**src/rtl/matmul_ext_port_ctrl.sv**
```systemverilog
// ============================================================================
// Module : matmul_ext_port_ctrl
// Desc   : Loads A/B BRAMs from a stream, runs the multiply, unloads C to a stream.
// Rev    : 1.0 - initial release
// ============================================================================
`default_nettype none

module matmul_ext_port_ctrl #(
  parameter int DWIDTH       = 8,
  parameter int MAT_MUL_SIZE = 8,
  parameter int AWIDTH       = 16,
  parameter int MASK_WIDTH   = 8
) (
  input  logic                             clk,
  input  logic                             resetn,
  input  logic                             go,
  input  logic [AWIDTH-1:0]                base_a,
  input  logic [AWIDTH-1:0]                base_b,
  input  logic [AWIDTH-1:0]                base_c,
  input  logic [AWIDTH-1:0]                stride,
  input  logic [3:0]                       num_rows,
  input  logic [15:0]                      wait_cycles,
  output logic                             busy,
  output logic                             done,
  input  logic                             in_valid,
  output logic                             in_ready,
  input  logic [DWIDTH*MAT_MUL_SIZE-1:0]   in_data,
  output logic                             out_valid,
  input  logic                             out_ready,
  output logic [DWIDTH*MAT_MUL_SIZE-1:0]   out_data,
  output logic                             out_last,
  output logic [AWIDTH-1:0]                bram_addr_a_ext,
  output logic [DWIDTH*MAT_MUL_SIZE-1:0]   bram_wdata_a_ext,
  output logic [MASK_WIDTH-1:0]            bram_we_a_ext,
  output logic [AWIDTH-1:0]                bram_addr_b_ext,
  output logic [DWIDTH*MAT_MUL_SIZE-1:0]   bram_wdata_b_ext,
  output logic [MASK_WIDTH-1:0]            bram_we_b_ext,
  output logic [AWIDTH-1:0]                bram_addr_c_ext,
  input  logic [DWIDTH*MAT_MUL_SIZE-1:0]   bram_rdata_c_ext,
  output logic [DWIDTH*MAT_MUL_SIZE-1:0]   bram_wdata_c_ext,
  output logic [MASK_WIDTH-1:0]            bram_we_c_ext,
  output logic                             start_reg,
  output logic                             clear_done_reg
);

  localparam int         DW   = DWIDTH * MAT_MUL_SIZE;
  localparam logic [3:0] MAXR = 4'(MAT_MUL_SIZE);

  typedef enum logic [2:0] {
    S_IDLE, S_LOAD_A, S_LOAD_B, S_START, S_COMPUTE, S_UNLOAD, S_FINISH
  } state_t;

  state_t            state_q;
  logic              busy_q, done_q, in_ready_q, start_q, clr_q;
  logic [3:0]        rows_q, cnt_q, out_cnt_q;
  logic [AWIDTH-1:0] addr_q, base_b_q, base_c_q, stride_q;
  logic [15:0]       wait_q;
  logic [DW-1:0]     fifo_q [2];
  logic              wr_ptr_q, rd_ptr_q, inflight_q;
  logic [1:0]        occ_q;

  logic       in_hs_d, hs_a_d, hs_b_d, pop_d, rd_en_d, ld_last_d;
  logic [1:0] credit_d;
  logic [3:0] rows_d;

  assign rows_d    = (num_rows == 4'd0 || num_rows > MAXR) ? MAXR : num_rows;
  assign in_hs_d   = in_valid & in_ready_q;
  assign hs_a_d    = in_hs_d & (state_q == S_LOAD_A);
  assign hs_b_d    = in_hs_d & (state_q == S_LOAD_B);
  assign ld_last_d = (cnt_q == rows_q - 4'd1);
  assign pop_d     = out_valid & out_ready;
  // A word leaving the FIFO this cycle frees its slot in time for a read issued now.
  assign credit_d  = occ_q + {1'b0, inflight_q} - {1'b0, pop_d};
  assign rd_en_d   = (state_q == S_UNLOAD) && (cnt_q != rows_q) && (credit_d < 2'd2);

  always_ff @(posedge clk or negedge resetn) begin
    if (!resetn) begin
      state_q    <= S_IDLE;
      busy_q     <= 1'b0;
      done_q     <= 1'b0;
      in_ready_q <= 1'b0;
      start_q    <= 1'b0;
      clr_q      <= 1'b0;
      rows_q     <= 4'd0;
      cnt_q      <= 4'd0;
      out_cnt_q  <= 4'd0;
      addr_q     <= '0;
      base_b_q   <= '0;
      base_c_q   <= '0;
      stride_q   <= '0;
      wait_q     <= 16'd0;
      fifo_q[0]  <= '0;
      fifo_q[1]  <= '0;
      wr_ptr_q   <= 1'b0;
      rd_ptr_q   <= 1'b0;
      inflight_q <= 1'b0;
      occ_q      <= 2'd0;
    end else begin
      inflight_q <= rd_en_d;
      if (inflight_q) begin
        fifo_q[wr_ptr_q] <= bram_rdata_c_ext;
        wr_ptr_q         <= ~wr_ptr_q;
      end
      if (pop_d) begin
        rd_ptr_q  <= ~rd_ptr_q;
        out_cnt_q <= out_cnt_q + 4'd1;
      end
      occ_q <= occ_q + {1'b0, inflight_q} - {1'b0, pop_d};

      case (state_q)
        S_IDLE: if (go) begin
          busy_q     <= 1'b1;
          in_ready_q <= 1'b1;
          addr_q     <= base_a;
          base_b_q   <= base_b;
          base_c_q   <= base_c;
          stride_q   <= stride;
          wait_q     <= wait_cycles;
          rows_q     <= rows_d;
          cnt_q      <= 4'd0;
          state_q    <= S_LOAD_A;
        end
        S_LOAD_A: if (in_hs_d) begin
          if (ld_last_d) begin
            cnt_q   <= 4'd0;
            addr_q  <= base_b_q;
            state_q <= S_LOAD_B;
          end else begin
            cnt_q  <= cnt_q + 4'd1;
            addr_q <= addr_q + stride_q;
          end
        end
        S_LOAD_B: if (in_hs_d) begin
          if (ld_last_d) begin
            cnt_q      <= 4'd0;
            in_ready_q <= 1'b0;
            start_q    <= 1'b1;
            state_q    <= S_START;
          end else begin
            cnt_q  <= cnt_q + 4'd1;
            addr_q <= addr_q + stride_q;
          end
        end
        S_START: begin
          start_q   <= 1'b0;
          cnt_q     <= 4'd0;
          out_cnt_q <= 4'd0;
          addr_q    <= base_c_q;
          state_q   <= S_COMPUTE;
        end
        S_COMPUTE: begin
          if (wait_q == 16'd0) begin
            clr_q   <= 1'b1;
            state_q <= S_UNLOAD;
          end else begin
            wait_q <= wait_q - 16'd1;
          end
        end
        S_UNLOAD: begin
          if (rd_en_d) begin
            cnt_q  <= cnt_q + 4'd1;
            addr_q <= addr_q + stride_q;
          end
          if (pop_d && out_last) begin
            done_q  <= 1'b1;
            state_q <= S_FINISH;
          end
        end
        S_FINISH: begin
          done_q  <= 1'b0;
          busy_q  <= 1'b0;
          clr_q   <= 1'b0;
          state_q <= S_IDLE;
        end
        default: state_q <= S_IDLE;
      endcase
    end
  end

  assign busy             = busy_q;
  assign done             = done_q;
  assign in_ready         = in_ready_q;
  assign start_reg        = start_q;
  assign clear_done_reg   = clr_q;

  assign bram_addr_a_ext  = hs_a_d ? addr_q : '0;
  assign bram_wdata_a_ext = hs_a_d ? in_data : '0;
  assign bram_we_a_ext    = {MASK_WIDTH{hs_a_d}};
  assign bram_addr_b_ext  = hs_b_d ? addr_q : '0;
  assign bram_wdata_b_ext = hs_b_d ? in_data : '0;
  assign bram_we_b_ext    = {MASK_WIDTH{hs_b_d}};
  assign bram_addr_c_ext  = rd_en_d ? addr_q : '0;
  assign bram_wdata_c_ext = '0;
  assign bram_we_c_ext    = '0;

  assign out_valid        = (occ_q != 2'd0);
  assign out_data         = out_valid ? fifo_q[rd_ptr_q] : '0;
  assign out_last         = out_valid && (out_cnt_q == rows_q - 4'd1);

endmodule

`default_nettype wire

```
**config.mk**
```make
export PLATFORM = sky130hd
export DESIGN_NAME = matmul_ext_port_ctrl
export DESIGN_NICKNAME = d
export VERILOG_FILES = /design/src/rtl/matmul_ext_port_ctrl.sv
export SDC_FILE = /design/constraint.sdc
export NUM_CORES = 1
export LEC_CHECK = 0
export ABC_CLOCK_PERIOD_IN_PS = 3200
export BUFFER_PORTS_ARGS = -buffer_cell sky130_fd_sc_hd__buf_2
export CELL_PAD_IN_SITES_DETAIL_PLACEMENT = 1
export CELL_PAD_IN_SITES_GLOBAL_PLACEMENT = 1
export CORE_AREA = 5 5 215 217
export DETAILED_ROUTE_END_ITERATION = 12
export DIE_AREA = 0 0 220 222
export HOLD_SLACK_MARGIN = 0.05
export PLACE_DENSITY = 0.71
export SLEW_MARGIN = 40
export SYNTH_ARGS = -nofsm -noshare
export SYNTH_HDL_FRONTEND = slang
export SYNTH_SLANG_ARGS = --single-unit
export TNS_END_PERCENT = 10
```
**constraint.sdc**
```tcl
create_clock -name clk -period 3.2 [get_ports clk]
set_input_delay 0.64 -clock clk [delete_from_list [all_inputs] [get_ports clk]]
set_output_delay 0.64 -clock clk [all_outputs]
set_load 0.02 [all_outputs]
```
# Yosys cells after proc, flatten, opt, wreduce, memory -nomap -nowiden
# Index checks and enable logic that the tools add are counted.
[word_totals]
reg_bits = 233
elab_cells = 140
output_inout_bits = 335
in_bits = 217
[classes]
muxes = 50
n_reduce_logical = 30
bitwise_logic = 8
n_eq_ne = 20
n_addsub = 7
order_cmp = 5
[op_table]
columns = ["operator", "count"]
rows = [
  ["64-bit 2-to-1 mux", 7],
  ["16-bit 2-to-1 mux", 11],
  ["128-bit bitwise mux", 1],
  ["16-bit case mux with 5 select lines", 1],
  ["64-bit demux with 1-bit select", 1],
  ["16-bit case mux with 2 select lines", 1],
  ["4-bit 2-to-1 mux", 7],
  ["3-bit 2-to-1 mux", 7],
  ["2-bit != test (second input constant)", 9],
  ["3-bit case mux with 6 select lines", 1],
  ["16-bit adder", 1],
  ["16-bit zero test", 1],
  ["4-bit case mux with 4 select lines", 1],
  ["2-bit nonzero test", 8],
  ["16-bit by 1-bit subtractor with 16-bit output (second input constant)", 1],
  ["1-bit case mux with 2 select lines", 5],
  ["3-bit equality test (second input constant)", 3],
  ["4-bit by 1-bit adder with 4-bit output (second input constant)", 2],
  ["4-bit equality test", 2],
  ["2-bit AND reduction", 4],
  ["4-bit AND reduction", 2],
  ["1-bit 2-to-1 mux", 7],
  ["7-bit AND reduction", 1],
  ["3-bit by 2-bit equality test with 1-bit output (second input constant)", 2],
  ["22 further kinds", 34],
]

# Depth between registers and ports, before layout
[logic_depth]
word_depth = 7
ltp_mapped = 17

# Worst setup path before layout
# OpenSTA, ideal clock, no wires.
[synth_timing]
path_type = "reg-to-output"
startpoint = "register occ_q[0]"
endpoint = "output port bram_addr_c_ext[10]"
path_stages_with_launch = 14
t_arrival_ps = 2473
path_slack_ps = 87
path_buffers = 2
cell_sequence = "dfrtp_1 > nor2_1 > inv_1 > nand2_1 > inv_1 > ha_1 > inv_1 > ha_1 > xor2_1 > xnor2_1 > and4_1 > buf_2 > clkbuf_1 > and2_1"
[synth_between]
elab_chain_cells = 6
[synth_lines]
columns = ["element", "line", "source"]
rows = [
  ["from (decl)", "60", "logic [1:0] occ_q;"],
  ["from (signal assigned)", "108", "occ_q <= occ_q + {1'b0, inflight_q} - {1'b0, pop_d};"],
  ["2-bit nonzero test", "196", "assign out_valid = (occ_q != 2'd0);"],
  ["net out_valid", "28", "output logic out_valid,"],
  ["1-bit bitwise AND", "71", "assign pop_d = out_valid & out_ready;"],
  ["net pop_d", "62", "logic in_hs_d, hs_a_d, hs_b_d, pop_d, rd_en_d, ld_last_d;"],
  ["2-bit by 1-bit subtractor with 2-bit output", "73", "assign credit_d = occ_q + {1'b0, inflight_q} - {1'b0, pop_d};"],
  ["2-bit < comparator", "74", "assign rd_en_d = (state_q == S_UNLOAD) && (cnt_q != rows_q) && (credit_d < 2'd2);"],
  ["1-bit logical AND", "74", ""],
  ["net rd_en_d", "62", ""],
  ["16-bit 2-to-1 mux", "192", "assign bram_addr_c_ext = rd_en_d ? addr_q : '0;"],
  ["to (decl)", "38", "output logic [AWIDTH-1:0] bram_addr_c_ext,"],
]
# The timed path passes the listed nets, and every way through them passes these cells.

# Worst setup path in the final report
[layout_timing]
startpoint = "register occ_q[1]"
endpoint = "output port bram_addr_c_ext[13]"
[layout_between]
elab_chain_cells = 6
[layout_lines]
columns = ["element", "line"]
rows = [
  ["2-bit nonzero test", "196"],
  ["1-bit bitwise AND", "71"],
  ["net pop_d", "62"],
  ["2-bit by 1-bit subtractor with 2-bit output", "73"],
  ["2-bit < comparator", "74"],
  ["1-bit logical AND", "74"],
  ["16-bit 2-to-1 mux", "192"],
]
# The timed path passes the listed nets, and every way through them passes these cells.

==> results.tsv <==
metric	value	unit
max incr delay on CP	0.41	ns
CTS sink count	233	
Worst VDD drop	0.000408	V
final instance area	17600	um2
Area Growth Syn to Fin	31.1	%
core area	43900	um2
DRT Pass-1 Iters	4	
CP Launch Type	flip-flop	
initial antenna violation count	41	
root buffer cell	clkbuf_16	
clock-pin transition on the worst setup and hold timing paths	0.06	ns
post-DR vias/cell	4.75	
Max Freq	0.285	GHz
register bit total from synthesis	233	
max reg flops	128	
Yosys warnings	0	
crit path time final	3.51	ns
1st-iter DRT viols	472	
Async S/R FF share, synth	100	%
Die Span Y	222	um
# IOs	552	
TritonCTS Buffers	29	
vias	11500	
number of synthesized flops with an enable pin	0	
first-pass GRT wire length	76.1	mm
Worst Hold Class	input pin to async pin	
violated checks	negative setup slack	
fin crit share	110	%
Final Hold Slack	0.112	ns
reg-to-reg slack, setup	-0.06	ns
H-Tree Depth	1	
# hold bufs at CTS	0	
predominant post-synthesis flop cell	dfrtp_1	
Final setup viols	18	
leakage power	9.36	nW
Worst Setup Path Type	flip-flop to output port	
Core Rows	77	
Max FO, Critical Path	7	
Worst EP required	2.56	ns
Max Buffers Root-to-Sink	3	
Die W	220	um
Reg with most FFs	fifo_q	
placed insts	2335	
IO Port Bufs	479	
largest net degree at the start of global routing	86	
Final nets	2025	
fin cells	2417	
setup slack after layout	-0.314	ns
Util after Layout	40.1	%
max_slew headroom	48.9	%
ANT nets after route	0	
sequential element share of the synthesized area	43.3	%
Slowest-stage cell, CP	dfrtp_1	
Die ar.	48800	um2
Post-Synthesis Cell Area	13500	um2
Worst EP arrival	2.87	ns
Setup crit end kind	output port	
DRC errors left	0	
final count of hold timing violations	0	
drt wl/cell	21.7	um
dpl ws	-0.155	ns
Most Frequent Cell on Critical Path	inv_2	
gr usage total	20.0	%
Post-DP Area	16400	um2
Distinct cells, synth	67	
cell count after synthesis	1316	
CTS tree	yes	
# Max-Cap Violations	0	
crit path cell chain	nor2_4 > inv_2 > nand2_2 > inv_2 > ha_4 > inv_2 > ha_4 > xor2_2 > xnor2_2 > and4_4 > clkbuf_16 > and2_4 > buf_6	
grt ovf	0	
Worst-Margin Slew	0.766	ns
Clock Latency Late Sink	0.56	ns
total power per unit cell area	483	nW/um2
final wirelength	52.4	mm
RSZ-0062 raised after global routing	true	
Worst R2R Path Depth	17	
layout cells sized above 1	44.4	%
clk_skew	0.00902	ns
Initial Util	30.6	%
DP HPWL	41.2	mm
final slew viol count	0	
Final GP Congestion	0.881	
vias in the first global route	12300	
Avg Cell Area, Syn	10.2	um2
status	finished, violations left	
## worst paths after layout
| kind | startpoint | end |
|---|---|---|
| max | occ_q[1] | bram_addr_c_ext[13] |
| min | resetn | fifo_q[46] |
| max reg2reg | occ_q[1] | addr_q[9] |
| min reg2reg | wait_q[13] | wait_q[13] |
| max in group asynchronous | resetn | addr_q[8] |
| min in group clk | stride[1] | stride_q[1] |
## critical path: cells and delay by family (launching register included)
family / cells / cell delay (ns)
flops: 1 / 0.41
buf+inv: 5 / 0.43
xor+xnor: 2 / 0.37
simple gates: 4 / 0.69
fa+ha+maj: 2 / 0.40
## stage by stage
step | TNS (ns) | power [mW]
2_1_floorplan | 0 | 4.51
3_3_place_gp | -0.0117 | 5.27
3_5_place_dp | -1.23 | 5.29
4_1_cts | -5.89 | 8.60
5_1_grt | -6.90 | 8.98
6_report | -4.64 | 8.52
## cells in the final DEF (no fill, tap or decap), types with 10 or more instances in the layout
master	instances
nor4_1	11
diode_2	22
inv_1	18
nor3_1	17
conb_1	72
and2_1	154
buf_4	45
a21o_1	10
dfrtp_1	231
and2_4	15
o21ai_0	52
xor2_1	13
buf_2	462
mux2_2	177
buf_6	16
a21oi_1	51
mux2i_1	65
nor2_1	125
nand2_1	52
ha_1	19
clkbuf_16	30
xnor2_1	14
## logic make-up after synthesis
| kind of cell | Yosys count | synth area share (%) |
|---|---|---|
| AND/OR/NAND/NOR | 420 | 16.3 |
| multiplexers | 242 | 19.6 |
| flip-flops | 233 | 43.3 |
| buffers and inverters | 188 | 7.91 |
| AO/OA/AOI/OAI | 178 | 8.25 |
| XOR/XNOR | 32 | 2.39 |
| adder cells (fa/ha/maj) | 22 | 2.10 |
| other | 1 | 0.0279 |
## area by class of cell
| type | count | area [um2] |
|---|---|---|
| repair buffers | 535 | 3070 |
| clock inverters | 6 | 63.8 |
| well taps | 592 | 741 |
| inverters | 21 | 78.8 |
| fillers | 5172 | 26300 |
| multi-input cells | 966 | 6960 |
| clock buffers | 42 | 835 |
| flip-flops and latches | 233 | 5840 |
| diodes | 22 | 55.1 |
## synthesized netlist by cell type (5+ instances only)
cell | count | area share (%)
nand2b_1 | 6 | 0.28
dfrtp_1 | 233 | 43
clkbuf_1 | 59 | 1.6
nor3_1 | 18 | 0.67
mux2i_1 | 65 | 4.8
nor4_1 | 11 | 0.51
ha_1 | 21 | 2.0
o21ai_0 | 52 | 1.9
o31ai_1 | 9 | 0.50
nand2_1 | 54 | 1.5
inv_1 | 21 | 0.59
and2_1 | 169 | 7.9
xor2_1 | 14 | 0.91
a31oi_1 | 5 | 0.23
buf_2 | 8 | 0.30
buf_4 | 91 | 5.1
a22oi_1 | 5 | 0.28
nand3_1 | 9 | 0.33
mux2_2 | 177 | 15
buf_1 | 8 | 0.22
a21o_1 | 11 | 0.61
a21oi_1 | 51 | 1.9
nor2_1 | 127 | 3.5
xnor2_1 | 15 | 0.98
## where the power goes
group,switching (mW),internal (mW)
registers,0.132,3.04
clock network,1.26,1.86
logic,1.37,0.859
## repair_timing
item | in CTS | in global routing
pin swaps | 2 | 6
endpoints found under the setup margin | 17 | 55
cloned | 0 | 1
resized for setup | 37 | 30
buffers inserted | 7 | 4
## metal layers
layer / GRT usage [%] / wire length [um] / vias to the layer above
met5: 0 / 135 / -
met4: 9.16 / 1860 / 20
met3: 6.17 / 4480 / 102
met2: 34.7 / 26600 / 407
met1: 22.4 / 19300 / 5659
li1: - / - / 5302
Power figures use the tool's default switching activity.
